`src/rtl/miinst_dispatch_queue_pkg.sv`:
```
// Shared types and helpers for the micro-instruction dispatch queue.
//   miinst_t / miop_t : micro-instruction format and opcodes (MIOP_NOP = empty slot)
//   `MQ_N             : slots per fetch bundle (defaults to 4)
//   nop()             : canonical NOP micro-instruction
//   nz_mask()         : per-slot non-NOP mask of a bundle
//   lowest_set_idx()  : priority encoder, lowest set bit -> slot index
//   dispatch_entry_t  : one bundle FIFO entry (bundle + its nz mask)
`ifndef MQ_N
`define MQ_N 4
`endif

package miinst_dispatch_queue_pkg;

  localparam int unsigned MQ_N      = `MQ_N;
  localparam int unsigned MQ_SLOT_W = (MQ_N > 1) ? $clog2(MQ_N) : 1;

  typedef enum logic [2:0] {
    MIOP_NOP    = 3'd0,
    MIOP_ARITH  = 3'd1,
    MIOP_LOAD   = 3'd2,
    MIOP_STORE  = 3'd3,
    MIOP_BRANCH = 3'd4,
    MIOP_CMP    = 3'd5
  } miop_t;

  typedef struct packed {
    miop_t       op;
    logic [4:0]  rd;
    logic [4:0]  rs1;
    logic [4:0]  rs2;
    logic [15:0] imm;
  } miinst_t;

  typedef miinst_t [MQ_N-1:0] mq_bundle_t;

  typedef struct packed {
    mq_bundle_t        bundle;
    logic [MQ_N-1:0]   nz;
  } dispatch_entry_t;

  function automatic miinst_t nop(input logic [15:0] tag);
    miinst_t m;
    m     = '0;
    m.op  = MIOP_NOP;
    m.imm = tag;
    return m;
  endfunction

  function automatic logic [MQ_N-1:0] nz_mask(input mq_bundle_t b);
    logic [MQ_N-1:0] m;
    m = '0;
    for (int unsigned i = 0; i < MQ_N; i++) m[i] = (b[i].op != MIOP_NOP);
    return m;
  endfunction

  function automatic logic [MQ_SLOT_W-1:0] lowest_set_idx(input logic [MQ_N-1:0] mask);
    logic [MQ_SLOT_W-1:0] idx;
    idx = '0;
    // Scan downwards so the lowest set bit wins.
    for (int unsigned i = MQ_N; i > 0; i--)
      if (mask[i-1]) idx = MQ_SLOT_W'(i-1);
    return idx;
  endfunction

endpackage

```
`src/rtl/miinst_dispatch_queue_fifo.sv`:
```
// miinst_bundle_fifo: bundle storage for the dispatch queue.
//   push/wr_entry : write an entry (ignored during flush)
//   pop           : retire the head entry (ignored during flush)
//   flush         : synchronous clear of pointers and occupancy
//   head_bundle   : bundle of the head entry
//   next_nz       : nz mask of the entry behind the head (valid when occupancy > 1)
//   occupancy     : entries held
module miinst_bundle_fifo
  import miinst_dispatch_queue_pkg::*;
#(
  parameter int unsigned DEPTH = 4
) (
  input  logic                    clk,
  input  logic                    rstn,
  input  logic                    push,
  input  dispatch_entry_t         wr_entry,
  input  logic                    pop,
  input  logic                    flush,
  output mq_bundle_t              head_bundle,
  output logic [MQ_N-1:0]         next_nz,
  output logic [$clog2(DEPTH):0]  occupancy
);

  localparam int unsigned PTR_W = $clog2(DEPTH);

  dispatch_entry_t  mem [DEPTH];
  logic [PTR_W-1:0] wr_ptr;
  logic [PTR_W-1:0] rd_ptr;
  logic             do_push;
  logic             do_pop;

  assign do_push = push && !flush;
  assign do_pop  = pop  && !flush;

  always_ff @(posedge clk) begin
    if (do_push) mem[wr_ptr] <= wr_entry;
  end

  always_ff @(posedge clk or negedge rstn) begin
    if (!rstn) begin
      wr_ptr    <= '0;
      rd_ptr    <= '0;
      occupancy <= '0;
    end else if (flush) begin
      wr_ptr    <= '0;
      rd_ptr    <= '0;
      occupancy <= '0;
    end else begin
      if (do_push) wr_ptr <= wr_ptr + PTR_W'(1);
      if (do_pop)  rd_ptr <= rd_ptr + PTR_W'(1);
      case ({do_push, do_pop})
        2'b10:   occupancy <= occupancy + 1'b1;
        2'b01:   occupancy <= occupancy - 1'b1;
        default: occupancy <= occupancy;
      endcase
    end
  end

  assign head_bundle = mem[rd_ptr].bundle;
  assign next_nz     = mem[rd_ptr + PTR_W'(1)].nz;

endmodule

```
`src/rtl/miinst_dispatch_queue.sv`:
```
// miinst_dispatch_queue: buffers fetch bundles and issues their non-NOP slots
// one per handshake, lowest slot first.
//   clk, rstn                       : clock, async active-low reset
//   in_valid/in_ready/in_miinst     : bundle input from fetch
//   flush                           : synchronous pipeline flush (highest priority)
//   out_valid/out_ready/out_miinst  : micro-op issue handshake
//   out_slot, out_last              : source slot, last non-NOP slot of the bundle
//   occupancy                       : bundles held, including the head
// Optional (`define MIQ_PERF_CNT_EN): perf_issued, perf_stall 32-bit counters.
module miinst_dispatch_queue
  import miinst_dispatch_queue_pkg::*;
#(
  parameter int unsigned DEPTH  = 4,
  parameter int unsigned SLOT_W = MQ_SLOT_W
) (
  input  logic                    clk,
  input  logic                    rstn,
  input  logic                    in_valid,
  output logic                    in_ready,
  input  miinst_t [MQ_N-1:0]      in_miinst,
  input  logic                    flush,
  output logic                    out_valid,
  input  logic                    out_ready,
  output miinst_t                 out_miinst,
  output logic [SLOT_W-1:0]       out_slot,
  output logic                    out_last,
  output logic [$clog2(DEPTH):0]  occupancy
`ifdef MIQ_PERF_CNT_EN
  ,
  output logic [31:0]             perf_issued,
  output logic [31:0]             perf_stall
`endif
);

  localparam int unsigned OCC_W = $clog2(DEPTH) + 1;

  mq_bundle_t           head_bundle;
  logic [MQ_N-1:0]      next_nz;
  logic [MQ_N-1:0]      in_nz;
  logic [MQ_N-1:0]      rem_mask;
  logic [MQ_N-1:0]      rem_nxt;
  logic [MQ_N-1:0]      sel_onehot;
  logic [MQ_SLOT_W-1:0] sel;
  logic                 head_valid;
  logic                 push;
  logic                 pop;
  logic                 issue;
  dispatch_entry_t      wr_entry;

  assign in_nz    = nz_mask(in_miinst);
  assign wr_entry = '{bundle: in_miinst, nz: in_nz};

  assign in_ready   = (occupancy != OCC_W'(DEPTH));
  assign push       = in_valid && in_ready;
  assign head_valid = (occupancy != '0);

  assign sel        = lowest_set_idx(rem_mask);
  assign sel_onehot = MQ_N'(1) << sel;

  assign out_valid  = head_valid && (rem_mask != '0);
  assign out_slot   = SLOT_W'(sel);
  assign out_last   = (rem_mask != '0) && ((rem_mask & (rem_mask - 1'b1)) == '0);
  assign out_miinst = out_valid ? head_bundle[sel] : nop(16'd0);

  assign issue = out_valid && out_ready;
  // An all-NOP head (rem_mask == 0) retires on its own; otherwise the head
  // retires together with the handshake of its last slot.
  assign pop   = head_valid && ((rem_mask == '0) || (issue && out_last));

  miinst_bundle_fifo #(
    .DEPTH (DEPTH)
  ) u_fifo (
    .clk         (clk),
    .rstn        (rstn),
    .push        (push),
    .wr_entry    (wr_entry),
    .pop         (pop),
    .flush       (flush),
    .head_bundle (head_bundle),
    .next_nz     (next_nz),
    .occupancy   (occupancy)
  );

  // rem_mask is refilled on the same edge the head changes so issue continues
  // without a bubble; when the queue holds only the head, the new head is the
  // bundle being pushed in this cycle (if any).
  always_comb begin
    rem_nxt = rem_mask;
    if (flush)
      rem_nxt = '0;
    else if (pop)
      rem_nxt = (occupancy > OCC_W'(1)) ? next_nz : (push ? in_nz : '0);
    else if (push && !head_valid)
      rem_nxt = in_nz;
    else if (issue)
      rem_nxt = rem_mask & ~sel_onehot;
  end

  always_ff @(posedge clk or negedge rstn) begin
    if (!rstn) rem_mask <= '0;
    else       rem_mask <= rem_nxt;
  end

`ifdef MIQ_PERF_CNT_EN
  always_ff @(posedge clk or negedge rstn) begin
    if (!rstn) begin
      perf_issued <= '0;
      perf_stall  <= '0;
    end else begin
      if (issue)                   perf_issued <= perf_issued + 32'd1;
      if (out_valid && !out_ready) perf_stall  <= perf_stall + 32'd1;
    end
  end
`endif

endmodule

```
`config.mk`:
```
export PLATFORM = sky130hd
export DESIGN_NAME = miinst_dispatch_queue
export DESIGN_NICKNAME = d
export VERILOG_FILES = /design/src/rtl/miinst_dispatch_queue_pkg.sv /design/src/rtl/miinst_dispatch_queue_fifo.sv /design/src/rtl/miinst_dispatch_queue.sv
export SDC_FILE = /design/constraint.sdc
export NUM_CORES = 1
export LEC_CHECK = 0
export CAP_MARGIN = 10
export CORE_MARGIN = 4
export CORE_UTILIZATION = 45
export CTS_CLUSTER_DIAMETER = 80
export DETAILED_ROUTE_END_ITERATION = 6
export SYNTH_ARGS = -nofsm -noshare
export SYNTH_HDL_FRONTEND = slang
export SYNTH_SLANG_ARGS = --single-unit
```
`constraint.sdc`:
```
create_clock -name clk -period 6.25 [get_ports clk]
set_input_delay 1.25 -clock clk [delete_from_list [all_inputs] [get_ports clk]]
set_output_delay 1.25 -clock clk [all_outputs]
set_load 0.01 [all_outputs]
```
==> results of run 1 <==
-- layer usage --
metal	vias to the layer above	wire [um]	global-route usage	share of wire
li1	4654	-	-	-
met2	300	22540	0.2863	0.48
met5	-	138	0	0.0029
met1	5604	20250	0.2476	0.43
met4	18	801	0.04379	0.017
met3	79	3136	0.04627	0.067
-- cell type report --
cell class,instances,share of cell area
Timing Repair Buffer,210,0.07939
Multi-Input combinational cell,346,0.1797
Tap cell,664,0.03112
Sequential cell,571,0.6405
Clock buffer,75,0.05755
Inverter,9,0.001265
Clock inverter,33,0.01050
-- worst max-delay path: cells and delay by family (launching register included) --
kind                   cells  cell delay, ps
buffers and inverters      2            1140
AO/OA/AOI/OAI              2            1060
flip-flops                 1             630
AND/OR/NAND/NOR            1             180
multiplexers               1             160
-- per-stage QoR --
step / power [uW] / utilization / std cells / setup slack (ps) / cell area, um^2
finish: 10480 / 0.5454 / 1908 / 1173 / 26700
floorplan: 6288 / - / 981 / 851.1 / 22320
detailed placement: 7294 / 0.5083 / 1800 / 1822 / 24880
CTS: 10620 / 0.5454 / 1908 / 1149 / 26700
global placement: 7281 / 0.5083 / 1800 / 1803 / 24880
global route: 10960 / 0.5454 / 1908 / 1005 / 26700
-- power by group --
group	switching, uW	total [uW]	internal [uW]
registers	169	4610	4440
clock network	1380	3310	1930
logic	1320	2560	1240
total	2870	10500	7610
-- cells by family (layout without fill, tap and decap cells) --
| family | count (synthesis) | after routing | synth area share |
|---|---|---|---|
| AO/OA/AOI/OAI | 107 | 107 | 0.03465 |
| AND/OR/NAND/NOR | 49 | 49 | 0.01396 |
| flip-flops | 571 | 571 | 0.7658 |
| adder cells (fa/ha/maj) | 9 | 9 | 0.004934 |
| buffers and inverters | 64 | 327 | 0.02091 |
| XOR/XNOR | 3 | 3 | 0.001178 |
| multiplexers | 178 | 178 | 0.1585 |
-- state kept, by name (all words and copies together) (netlist names) --
| name | count |
|---|---|
| u_fifo.occupancy | 3 |
| u_fifo.wr_ptr | 2 |
| u_fifo.mem | 560 |
| u_fifo.rd_ptr | 2 |
| rem_mask | 4 |
-- synth_stat cells (all sizes together) (3+ instances only) --
cell type / count / area share
or3: 5 / 0.0014
nand3b: 4 / 0.0013
inv: 9 / 0.0015
nor4b: 3 / 0.0019
a31oi: 4 / 0.0011
o21ai: 5 / 0.0016
clkbuf: 11 / 0.0019
and2: 7 / 0.0020
nand2: 9 / 0.0016
edfxtp: 560 / 0.75
o22ai: 37 / 0.011
mux4: 140 / 0.14
buf: 44 / 0.018
a211oi: 35 / 0.012
nor2: 5 / 0.00084
a21oi: 7 / 0.0016
nor2b: 5 / 0.0014
ha: 8 / 0.0045
dfrtp: 11 / 0.012
o211ai: 3 / 0.0012
mux2i: 37 / 0.017
-- layout by cell type, fill, tap and decap left out, types with 2 or more instances in the layout --
cell type and instances:
a31oi_1 4, nand2b_1 2, mux2i_1 37, xnor2_1 2
or3_1 5, o21a_1 2, nor2b_1 5, o21ai_0 2
nand2_2 3, edfxtp_1 560, clkinv_1 15, nor4b_1 2
clkbuf_16 59, a21oi_1 7, buf_12 7, a211oi_1 34
o21ai_4 3, clkdlybuf4s50_1 182, and2_4 4, dfrtp_4 2
and2_1 3, dfrtp_1 9, clkbuf_1 16, nor2_1 5
a21bo_2 2, o22ai_1 36, nand2_1 6, nand3b_1 4
ha_1 8, inv_1 9, mux4_2 140, o21ba_2 2
clkinv_2 10, buf_4 21, clkinvlp_4 2, bufinv_16 5
o211ai_1 2
-- final timing paths --
check                      slack (ps)           endpoint  cells after the start                start
setup / recovery                 1170     out_miinst[29]                      6          rem_mask[2]
hold / removal                    580   u_fifo.wr_ptr[1]                      2     u_fifo.wr_ptr[1]
setup reg to reg                 3190  u_fifo.mem[3][54]                      6  u_fifo.occupancy[1]
hold reg to reg                   580   u_fifo.wr_ptr[1]                      2     u_fifo.wr_ptr[1]
max in group asynchronous        4810   u_fifo.rd_ptr[0]                      1                 rstn
min in group asynchronous        1020   u_fifo.wr_ptr[0]                      1                 rstn
==> metrics.txt, run 1 <==
status=finished clean; Port Buffers=182; highest achievable clock rate=197.0 MHz; Syn Std Cell Area=0.02232 mm^2; fraction of layout instances using a drive strength above 1=0.2146; Gates resized, CTS repair=0; Total Wirelength=46860 um; worst clock skew=16.50 ps; Net Count, Synth=around 1.1k; height of the die=~230 um; post-DR wirelength/cell=24.56 um; Starting Density=0.4559; total congestion overflow=0; max-cap viol count=0; area of the multi-input gates=between 0.004 and 0.005 mm^2; detailed-route via count=10.66k; PwrDens=a little under 400 mW/mm^2; post-route fraction of the period consumed by the critical path=0.8124; number of max-slew violations in the final report=0; first-pass GRT wire length=71620 um; Crit path largest cell delay=approximately 650 ps; transition time at the pin with the least slew margin=about 1200 ps; hold buffer count at CTS=0; area occupied by registers=0.01710 mm^2; Crit-path slowest cell=o21ai_4; maximum number of pins on one net before global-route repair=141; Die ar.=0.05322 mm^2; initial antenna violation count=9; Synth Warn #=0; TritonCTS clock tree=yes; diodes inserted=0; Top FF cell, synth=edfxtp_1; Post-synth ARST share=0.01926; endpoints failing hold=0; DRC viols=0; arrival time at the worst endpoint=3830 ps; number of setup violations in the final report=0; fraction of the yosys area taken by sequential cells=0.7658; Die W=approximately 230 um; clock-pin slew reported for the worst setup and hold paths after clock tree synthesis=approximately 60 ps; vias per cell=5.584; post-synthesis area per instance=22.75 um^2; setup_tns=0 ps; overall global routing resource usage=0.1781; number of fill cells=3739; worst min-delay path category=reg2reg; Clk Latency, worst-skew pair=slightly above 600 ps; global placer's final weighted congestion=between 0.7 and 0.8; Core Area=roughly 0.049 mm^2; sequence of cells on the critical path=nor2b_1 > o21ai_4 > buf_4 > mux2i_1 > a211oi_1 > clkdlybuf4s50_1; number of clock buffers inserted by TritonCTS=between 50 and 60; setup repair after global routing missed its margin=false; unique cell type count in the Yosys netlist=58; critical path launch point type=flop; hold slack final=roughly 580 ps; via count of the first global-routing pass=roughly 12k; critical-path maximum fanout=18; min Tclk post-route=5077 ps; placed wire-length estimate after detailed placement=27540 um; Iter 0 DRT Violations=just over 700; number of search-and-repair iterations in the first detailed-routing pass=5; leakage dissipation=0.008407 uW; peak supply drop=237.3 uV; Boundary Pins=about 180; Total Nets Final=~1.3k; CTS Buffer Depth=3; total number of clock tree sinks=571; Worst slew margin=0.2309; Required @ worst endpoint=5000 ps; number of flip-flops and latches in the synthesized netlist=571; path type of the worst setup path=reg2out; endpoint class of the critical path=primary output; Setup Fix Bufs, Post-CTS=0; Post-synth EDFFs=560; gate count after technology mapping=981; placement row count=81; synth-to-layout area growth=19.62%; remaining antenna violation count=0; htree depth=2; cell at the root of the clock tree=clkbuf_16
(Power assumes the default switching activity.)
==> run 2, diff against run 1 <==
- PLACE_DENSITY: unset -> 0.67
- clock period: 6.25 -> 4.2 ns (I/O delays scaled with it)
==> metrics.txt, run 2 (synthesis results as in run 1) <==
Boundary Pins=183; first-pass GRT wire length=69810 um; worst clock skew=15.55 ps; max reg flops=560; Clk Latency, worst-skew pair=610 ps; Iter 0 DRT Violations=781; min Tclk post-route=4018 ps; largest register by flop count=u_fifo.mem; top layer reached by signal wires=met5; synth-to-layout area growth=20.81%; total number of clock tree sinks=571; PwrDens=between 500 and 600 mW/mm^2; Total Nets Final=1345; Die W=between 200 and 250 um; Core Area=0.04895 mm^2; htree depth=2; reg-to-reg slack, setup=1650 ps; status=finished clean; overall global routing resource usage=0.1724; setup_tns=0 ps; total congestion overflow=0; arrival time at the worst endpoint=3180 ps; peak supply drop=about 340 uV; global placer's final weighted congestion=around 0.76; max-cap viol count=0; critical path launch point type=flop; Starting Density=0.4559; leading registers by flop count=u_fifo.mem: 560 flops, rem_mask: 4 flops, u_fifo.occupancy: 3 flops; via count of the first global-routing pass=11.38k; endpoints failing hold=0; path type of the worst setup path=reg2out; vias per cell=5.554; setup repair after global routing missed its margin=false; number of max-slew violations in the final report=0; Worst slew margin=0.4470; leakage dissipation=0.008497 uW; most common cell after layout, fill and taps aside=edfxtp_1; hold slack final=577.7 ps; remaining antenna violation count=0; worst min-delay path category=reg2reg; endpoint class of the critical path=primary output; Required @ worst endpoint=3360 ps; DRC viols=0; Die ar.=around 0.053 mm^2; post-route fraction of the period consumed by the critical path=0.9566; CTS Buffer Depth=3; post-layout util=0.5508; height of the die=230.7 um; fraction of layout instances using a drive strength above 1=0.2188; number of clock buffers inserted by TritonCTS=57; initial antenna violation count=4; critical-path maximum fanout=39; detailed-route via count=between 10k and 15k; cell at the root of the clock tree=clkbuf_16; maximum number of pins on one net before global-route repair=86; TritonCTS clock tree=yes; placement row count=81; hold buffer count at CTS=0; met1 wire length=19730 um; highest achievable clock rate=248.9 MHz; clock-pin slew reported for the worst setup and hold paths after clock tree synthesis=60 ps; transition time at the pin with the least slew margin=826.3 ps; post-DR wirelength/cell=about 24 um; metal3 WL=2547 um; number of setup violations in the final report=0; Total Wirelength=45920 um; commonest cells after routing, fill and taps aside=560 x edfxtp_1, 182 x clkdlybuf4s50_1, 140 x mux4_2, 58 x clkbuf_16, 37 x mux2i_1; placed wire-length estimate after detailed placement=roughly 27000 um; Port Buffers=approximately 180; WL met2=22700 um; number of search-and-repair iterations in the first detailed-routing pass=6
==> run 2: changes by cell type in the layout (fill, tap and decap cells not counted), sizes merged <==
cell and delta:
diode +3, clkbuf +3, clkinv -6, buf +1, clkinvlp -1, bufinv +2
==> run 2: layout make-up <==
| class | instances | area [um^2] |
|---|---|---|
| Tap cell | 664 | 830.8 |
| Clock inverter | 28 | 341.6 |
| Multi-Input combinational cell | 346 | 4810 |
| Inverter | 9 | 33.78 |
| Antenna cell | 3 | 7.507 |
| Fill cell | 3649 | 21990 |
| Clock buffer | 78 | 1536 |
| Sequential cell | 571 | 17100 |
| Timing Repair Buffer | 211 | 2302 |
==> run 2: timing repair <==
action	4_1_cts	5_1_grt
cloned	0	0
gates resized for setup	3	1
setup endpoints to repair	9	9
buffers inserted	0	0
==> run 2: report_power, final <==
| group | total, uW | leakage (uW) | switching, uW | internal [uW] |
|---|---|---|---|---|
| clock | 5050 | 0.000912 | 2050 | 2990 |
| combinational | 3930 | 0.00237 | 2010 | 1920 |
| sequential | 6820 | 0.00522 | 209 | 6610 |
| total | 15800 | 0.00850 | 4270 | 11500 |
==> run 2: path summary, 6_finish.rpt <==
path | to | startpoint | depth (start not counted)
min reg2reg | u_fifo.wr_ptr[1] | u_fifo.wr_ptr[1] | 2
max in group asynchronous | u_fifo.rd_ptr[0] | rstn | 1
max | out_miinst[23] | u_fifo.rd_ptr[1] | 6
max reg2reg | u_fifo.mem[3][26] | u_fifo.occupancy[1] | 6
min in group asynchronous | u_fifo.occupancy[1] | rstn | 1
min | u_fifo.wr_ptr[1] | u_fifo.wr_ptr[1] | 2
==> run 2: worst max-delay path: stages (launching register included) <==
cell and delay (ps):
dfrtp_4 900, buf_12 300, buf_12 180, mux4_2 200
o22ai_1 80, a211oi_1 290, clkdlybuf4s50_1 590
==> run 2: layer usage <==
layer  up-vias  GRT usage
met5         -          0
met4         4    0.04266
met3        63    0.03912
met2       284     0.2840
met1      5607     0.2373
li1       4651          -
==> run 2: stage by stage <==
step	setup WS, ps	area [um^2]	instances	power (uW)
after floorplan	705.2	22320	981	9332
after detailed placement	600.3	25060	1801	10920
final	182.2	26960	1910	15800
after global routing	9.082	26960	1908	16500
after global placement	645.1	25060	1801	10890
after CTS	91.92	26950	1907	16010
